## config.mk

```make
export PLATFORM = sky130hd
export DESIGN_NAME = ceespu_branch_resolve_ctrl
export DESIGN_NICKNAME = d
export VERILOG_FILES = /design/src/rtl/ceespu_branch_resolve_ctrl.sv
export SDC_FILE = /design/constraint.sdc
export NUM_CORES = 1
export LEC_CHECK = 0
export CAP_MARGIN = 20
export CORE_UTILIZATION = 60
export CTS_BUF_LIST = sky130_fd_sc_hd__clkbuf_4 sky130_fd_sc_hd__clkbuf_8
export DETAILED_ROUTE_END_ITERATION = 16
export PLACE_DENSITY = 0.87
export SLEW_MARGIN = 20
export SYNTH_ARGS = -nofsm -noshare
export SYNTH_HDL_FRONTEND = slang
export SYNTH_SLANG_ARGS = --single-unit
```

## constraint.sdc

```tcl
create_clock -name clk -period 11.7 [get_ports clk]
set_input_delay 3.51 -clock clk [delete_from_list [all_inputs] [get_ports clk]]
set_output_delay 3.51 -clock clk [all_outputs]
set_load 0.005 [all_outputs]
```

## src/rtl/ceespu_branch_resolve_ctrl.sv

```systemverilog
// ceespu_branch_resolve_ctrl
//
// Purpose: tracks every predicted branch from fetch in an in-order in-flight
// queue, matches execute-stage resolutions against the oldest entry, and
// drives the gshare predictor's update port plus the mispredict
// flush/redirect. After a flush, fetch is held off for RECOVER_CYCLES cycles.
//
// Handshake: fetch pushes when fetch_valid && fetch_ready in the same cycle.
// A fetch_valid seen while fetch_ready is low is dropped, not held. res_valid
// has no back-pressure. It pops the head when the queue is non-empty and the
// block is in RUN. In RECOVER it is ignored.
//
// Ports:
//   clk, rst                   clock, synchronous active-high reset
//   fetch_valid/pc/state/pred/target/cond   branch recorded at fetch
//   fetch_ready                queue can accept a push this cycle (combinational)
//   res_valid/taken/target     resolution of the oldest in-flight branch
//   upd_valid/address/state/taken   predictor table update (registered)
//   flush, redirect_pc         one-cycle mispredict flush and restart PC
//   occupancy                  current queue entries
//   branch_count, mispredict_count  saturating statistics
//   res_error                  sticky: resolution arrived with the queue empty
module ceespu_branch_resolve_ctrl #(
    parameter int DEPTH_LOG2     = 2,
    parameter int PC_WIDTH       = 14,
    parameter int CNT_WIDTH      = 16,
    parameter int RECOVER_CYCLES = 2
) (
    input  logic                  clk,
    input  logic                  rst,
    input  logic                  fetch_valid,
    input  logic [PC_WIDTH-1:0]   fetch_pc,
    input  logic [1:0]            fetch_state,
    input  logic                  fetch_pred,
    input  logic [PC_WIDTH-1:0]   fetch_target,
    input  logic                  fetch_cond,
    output logic                  fetch_ready,
    input  logic                  res_valid,
    input  logic                  res_taken,
    input  logic [PC_WIDTH-1:0]   res_target,
    output logic                  upd_valid,
    output logic [PC_WIDTH-1:0]   upd_address,
    output logic [1:0]            upd_state,
    output logic                  upd_taken,
    output logic                  flush,
    output logic [PC_WIDTH-1:0]   redirect_pc,
    output logic [DEPTH_LOG2:0]   occupancy,
    output logic [CNT_WIDTH-1:0]  branch_count,
    output logic [CNT_WIDTH-1:0]  mispredict_count,
    output logic                  res_error
);

    localparam int DEPTH = 1 << DEPTH_LOG2;
    localparam int RCW   = (RECOVER_CYCLES > 1) ? $clog2(RECOVER_CYCLES) : 1;

    typedef struct packed {
        logic [PC_WIDTH-1:0] pc;
        logic [1:0]          state;
        logic                pred;
        logic [PC_WIDTH-1:0] target;
        logic                cond;
    } entry_t;

    typedef enum logic {
        RUN     = 1'b0,
        RECOVER = 1'b1
    } state_t;

    entry_t                queue_mem [DEPTH];
    logic [DEPTH_LOG2-1:0] rd_ptr;
    logic [DEPTH_LOG2-1:0] wr_ptr;
    state_t                state;
    logic [RCW-1:0]        recover_cnt;

    entry_t head;
    logic   in_run;
    logic   full;
    logic   pop;
    logic   push;
    logic   mispredict;
    logic   do_flush;

    assign head   = queue_mem[rd_ptr];
    assign in_run = (state == RUN);
    // Occupancy never exceeds DEPTH, so its top bit alone means "full".
    assign full   = occupancy[DEPTH_LOG2];

    // A same-cycle resolution frees the head slot, so a full queue may still accept.
    assign fetch_ready = in_run && (!full || res_valid);
    assign push        = fetch_valid && fetch_ready;
    assign pop         = in_run && res_valid && (occupancy != '0);

    // Wrong direction, or right direction (taken) but wrong target.
    assign mispredict = (res_taken != head.pred) ||
                        (res_taken && head.pred && (res_target != head.target));
    assign do_flush   = pop && mispredict;

    // Storage carries no reset; pointers and occupancy define what is live.
    // A push alongside a flush is wrong-path work and is discarded.
    always_ff @(posedge clk) begin
        if (push && !do_flush) begin
            queue_mem[wr_ptr] <= '{pc: fetch_pc, state: fetch_state, pred: fetch_pred,
                                   target: fetch_target, cond: fetch_cond};
        end
    end

    always_ff @(posedge clk) begin
        if (rst) begin
            rd_ptr           <= '0;
            wr_ptr           <= '0;
            occupancy        <= '0;
            state            <= RUN;
            recover_cnt      <= '0;
            upd_valid        <= 1'b0;
            upd_address      <= '0;
            upd_state        <= '0;
            upd_taken        <= 1'b0;
            flush            <= 1'b0;
            redirect_pc      <= '0;
            branch_count     <= '0;
            mispredict_count <= '0;
            res_error        <= 1'b0;
        end else begin
            upd_valid <= 1'b0;
            flush     <= 1'b0;

            if (pop) begin
                // Unconditional branches are counted but never touch the table.
                upd_valid   <= head.cond;
                upd_address <= head.pc;
                upd_state   <= head.state;
                upd_taken   <= res_taken;
                if (branch_count != '1) begin
                    branch_count <= branch_count + CNT_WIDTH'(1);
                end
            end

            if (do_flush) begin
                flush       <= 1'b1;
                redirect_pc <= res_taken ? res_target : head.pc + PC_WIDTH'(1);
                if (mispredict_count != '1) begin
                    mispredict_count <= mispredict_count + CNT_WIDTH'(1);
                end
                // Everything younger than the mispredicted branch is wrong path.
                rd_ptr      <= '0;
                wr_ptr      <= '0;
                occupancy   <= '0;
                state       <= RECOVER;
                recover_cnt <= RCW'(RECOVER_CYCLES - 1);
            end else begin
                if (push) begin
                    wr_ptr <= wr_ptr + 1'b1;
                end
                if (pop) begin
                    rd_ptr <= rd_ptr + 1'b1;
                end
                if (push && !pop) begin
                    occupancy <= occupancy + 1'b1;
                end else if (pop && !push) begin
                    occupancy <= occupancy - 1'b1;
                end
                if (state == RECOVER) begin
                    if (recover_cnt == '0) begin
                        state <= RUN;
                    end else begin
                        recover_cnt <= recover_cnt - 1'b1;
                    end
                end
            end

            if (in_run && res_valid && (occupancy == '0)) begin
                res_error <= 1'b1;
            end
        end
    end

endmodule
```

; ---- Yosys cells after proc, flatten, opt, wreduce, memory -nomap -nowiden
; Memories as Yosys holds them, arrays and structs flattened. A register that Yosys moved wholly into a read port is not among the register bits.
; Index checks and enable logic that the tools add are counted.
; W data, S select, Z words.
[op_classes]
n_addsub = 8
n_eq_ne = 4
mux = 14
bitwise = 2
reduce_logical = 25
[ops]
columns = op, count
row1 = $add A16 B1 Y16 const B, 2
row2 = $ne A16 B16 Y1 const B, 2
row3 = $add A14 B1 Y14 const B, 1
row4 = $mux W14, 1
row5 = $ne A14 B14 Y1, 1
row6 = $logic_and A1 B1 Y1, 11
row7 = $mux W1, 9
row8 = $mux W3, 2
row9 = $add A2 B1 Y2 const B, 2
row10 = $logic_not A1 Y1, 4
row11 = $mux W2, 2
row12 = $reduce_and A2 Y1, 2
row13 = $reduce_bool A2 Y1, 2
row14 = $reduce_or A2 Y1, 2
row15 = $add A3 B1 Y3 const B, 1
row16 = $logic_not A3 Y1, 1
row17 = $reduce_bool A3 Y1, 1
row18 = $sub A3 B1 Y3 const B, 1
row19 = $logic_or A1 B1 Y1, 2
row20 = $not A1 Y1, 2
row21 = $ne A1 B1 Y1, 1
row22 = $sub A1 B1 Y1 const B, 1
[word_totals]
register_bits = 75
mem_bits_rw = 128
in_bits = 51
out_inout_bits = 70
wordCells = 68
n_memories = 1
[memory_table]
columns = name, depth, width, rd, rd_clocked_by_memory_dff, write_ports, line_no
row1 = queue_mem, 4, 32, 1, 1, 1, 69  ; entry_t queue_mem [DEPTH];

; ---- Longest topological paths before layout
[depth]
ltp_word = 8
mapped_depth = 12
mapped_depth_nobuf = 10

; ---- Worst setup path before layout
; No wires, ideal clock.
[synth_path]
kind = input to output
start = in res_valid
end = out fetch_ready
t_arrival_ps = 3716
t_required_ps = 8190
path_slack_ps = 4474
path_stages = 2
path_buffers = 0
path_cell_list = inv_1 -> a21oi_1
[synth_via]
elab_chain_len = 2
[synth_rtl]
columns = element, line_no
row1 = "start, declared", 38  ; input logic res_valid,
row2 = $logic_or A1 B1 Y1, 89  ; assign fetch_ready = in_run && (!full || res_valid);
row3 = $logic_and A1 B1 Y1, 89
row4 = "end, declared", 37  ; output logic fetch_ready,
; Every way passes these cells.

; ---- Worst setup path in the final report
; Ends and elaborated chain as after synthesis.

==> summary.md <==
| Metric | Value |
|---|---|
| Synth Area per Inst | `between 10 and 15 sq um` |
| Area of the multi-input gates | `2840 sq um` |
| Max Slew Vio Count | `0` |
| Critical path's top delay family | `buffers and inverters` |
| # port buffers | `120` |
| Via count | `~5.5k` |
| Setup WS post-layout | `roughly 3400 ps` |
| Post-DP HPWL | `between 10000 and 15000 um` |
| Crit-path most repeated cell | `clkdlybuf4s50_1` |
| Pwr Density | `207 nW/um^2` |
| Mapped cell area | `8440 sq um` |
| Setup crit end kind | `output pin` |
| Final hold viol count | `0` |
| Die height | `121 um` |
| Status | `completed` |
| HP Start | `upd_state[1]` |
| Worst Skew | `18.1 ps` |
| CP max stage cell | `clkdlybuf4s50_1` |
| Clock slew at reported path FFs | `60 ps` |
| Critical Path Start | `res_valid` |
| Max Clk Rate | `~120 MHz` |
| Async S/R FF share, synth | `0%` |
| Post-DRT Antenna Nets | `0` |
| First DRT Iteration DRCs | `490` |
| Final count of negative-setup-slack endpoints | `0` |
| Initial core utilization | `a little over three fifths` |
| TritonCTS Buffers | `31` |
| Fillers | `841` |
| Startpoint type of the worst setup path | `input port` |
| Row count | `42` |
| Required time of the critical path | `8190 ps` |
| Pin count of the biggest net entering global routing | `77` |
| I/O pins | `121` |
| Clk_lat worst skew | `between 500 and 600 ps` |
| CTS tree | `built` |
| GRT Overall Usage | `about a quarter` |
| Synth warn | `0` |
| Syn Nets | `682` |
| Cells along the critical path | `clkdlybuf4s50_1 -> inv_1 -> a21oi_1 -> clkdlybuf4s50_1` |
| Full die area | `14500 sq um` |
| Vias in the first global route | `~5.7k` |
| Total power | `approximately 2.2 mW` |
| # clock sinks | `205` |
| Tightest Pin Transition | `868 ps` |
| First-pass GRT wire length | `between 20000 and 30000 um` |
| Min-delay worst type | `reg2reg` |
| # Post-CTS Setup Buffers | `0` |
| Drc violations | `0` |
| Resize count post-CTS | `0` |
| Setup TNS Final | `0 ps` |
| Maximum clock insertion buffer count | `3` |
| Cells after Synth | `621` |
| Antenna Cells | `0` |
| CP bufs+invs | `3` |
| Initial antenna violation count | `0` |
| Period utilization | `71.3%` |
| Core ar. | `~13000 sq um` |
| DR vias/cell | `5.79` |
| Die width | `121 um` |
| Leakage power | `3.55 nW` |
| Max_slew headroom | `42.1%` |
| Layout Nets | `815` |
| Place WS | `roughly 3400 ps` |
| Layout area overhead | `23.5%` |
| Share of cells above drive strength 1 | `14.2%` |
| Crit path DAT | `about 4800 ps` |
| Critical-path maximum fanout | `2` |
| Area occupied by registers | `5390 sq um` |
| RSZ-0062 raised after global routing | `false` |
| Crit Path Category | `in2out` |
| Post-synth EDFFs | `about 130` |
| Total Wirelength | `18000 um` |
| Peak supply drop | `0.000128 V` |
| Max incr delay on CP | `530 ps` |
| Max cap viols | `0` |
| #FFs+latches synth | `~200` |
| Fin crit period | `8340 ps` |
| Predominant post-synthesis flop cell | `edfxtp_1` |
| Routed len/inst | `between 15 and 20 um` |
| Seq/Total Area, Yosys | `about 64%` |
| Gpl congestion | `roughly 0.85` |
| Grt total ovfl | `0` |
| H-tree levels | `1` |
| Post-synth cell types | `45` |
| TritonRoute pass-1 iters | `5` |
| Hold buffers post-CTS | `0` |
| Root Driver | `clkbuf_8` |
[per-layer routing]
layer	GRT usage (%)	up-vias	wire length [um]
met2	44.3	216	9060
met4	12.1	0	706
met1	31.8	2709	7200
met5	0	-	0
li1	-	2546	-
met3	4.81	58	999
[final timing paths]
kind,slack (ps),cells after the start,to
min,460,2,upd_state[1]
max reg2reg,7510,8,queue_mem[0][3]
max,3360,4,fetch_ready
min reg2reg,460,2,upd_state[1]
[power breakdown]
part	internal [mW]	switching, mW
clock network	0.348	0.260
registers	0.892	0.0515
logic	0.286	0.319
total	1.53	0.631
[cell usage after synthesis, drive strengths merged, types with 9 or more instances]
cell	number	area, sq um
edfxtp	128	3840
nand2	65	244
dfxtp	77	1540
buf	12	118
mux2i	23	230
and3	11	68.8
clkbuf	17	65.1
xor2	22	193
a21oi	36	180
ha	9	113
mux4	29	653
or3	11	68.8
nor2	48	180
nand4	12	75.1
xnor2	25	219
o21ai	20	100
nand3	15	75.1
[kinds of logic after synthesis]
| group | share of synthesized area (%) |
|---|---|
| DFF | 63.8 |
| and+or+nand+nor | 11.0 |
| AOI/OAI and AO/OA | 4.57 |
| muxes | 11.6 |
| xor gates and xnor gates | 4.88 |
| buffers and inverters | 2.52 |
| adders and majority gates | 1.57 |
[flip-flops by register name (all words and copies together), names as in the netlist, named ones only]
| signal | cells |
|---|---|
| branch_count | 16 |
| flush | 1 |
| mispredict_count | 16 |
| occupancy | 3 |
| queue_mem | 128 |
| rd_ptr | 2 |
| recover_cnt | 1 |
| redirect_pc | 14 |
| res_error | 1 |
| state | 1 |
| upd_address | 14 |
| upd_state | 2 |
| upd_taken | 1 |
| upd_valid | 1 |
| wr_ptr | 2 |
[worst register-to-register path, delay by kind of cell, from the launching register on]
family                 cells  cell delay [ps]
AO/OA/AOI/OAI              2              910
XOR/XNOR                   1               90
buffers and inverters      2              870
flip-flops                 1              310
multiplexers               1              310
AND/OR/NAND/NOR            2             1360
[cell type report]
class,instances,share of cell area [%]
flip-flops and latches,205,51.7
multi-input cells,379,27.3
repair buffers,129,12.1
clock buffers,54,6.23
well taps,176,2.11
inverters,8,0.288
clock inverters,4,0.240
[placed cells by master, fill, tap and decap left out, types with 8 or more instances in the layout]
master	Yosys	routed
clkdlybuf4s50_1	0	119
inv_1	8	8
nor2_1	48	48
buf_4	3	9
nand3_1	15	15
o21ai_0	14	14
dfxtp_1	77	76
nand4_1	12	12
or3_1	11	11
xor2_1	22	22
ha_1	9	9
nand2_1	65	65
clkbuf_8	0	39
mux2i_1	23	23
xnor2_1	25	25
a21oi_1	36	36
edfxtp_1	128	128
clkbuf_4	0	15
mux4_2	29	29
and3_1	11	11
[through the flow]
step | hold slack, ps | area, sq um | std cells | utilization, %
after floorplan | 437 | 8440 | 621 | -
after global placement | 442 | 9740 | 897 | 72.4
after detailed placement | 451 | 9740 | 897 | 72.4
after CTS | 459 | 10400 | 955 | 77.4
after global routing | 477 | 10400 | 955 | 77.4
final | 458 | 10400 | 955 | 77.4
No activity file was read; power rests on OpenSTA's default activity.
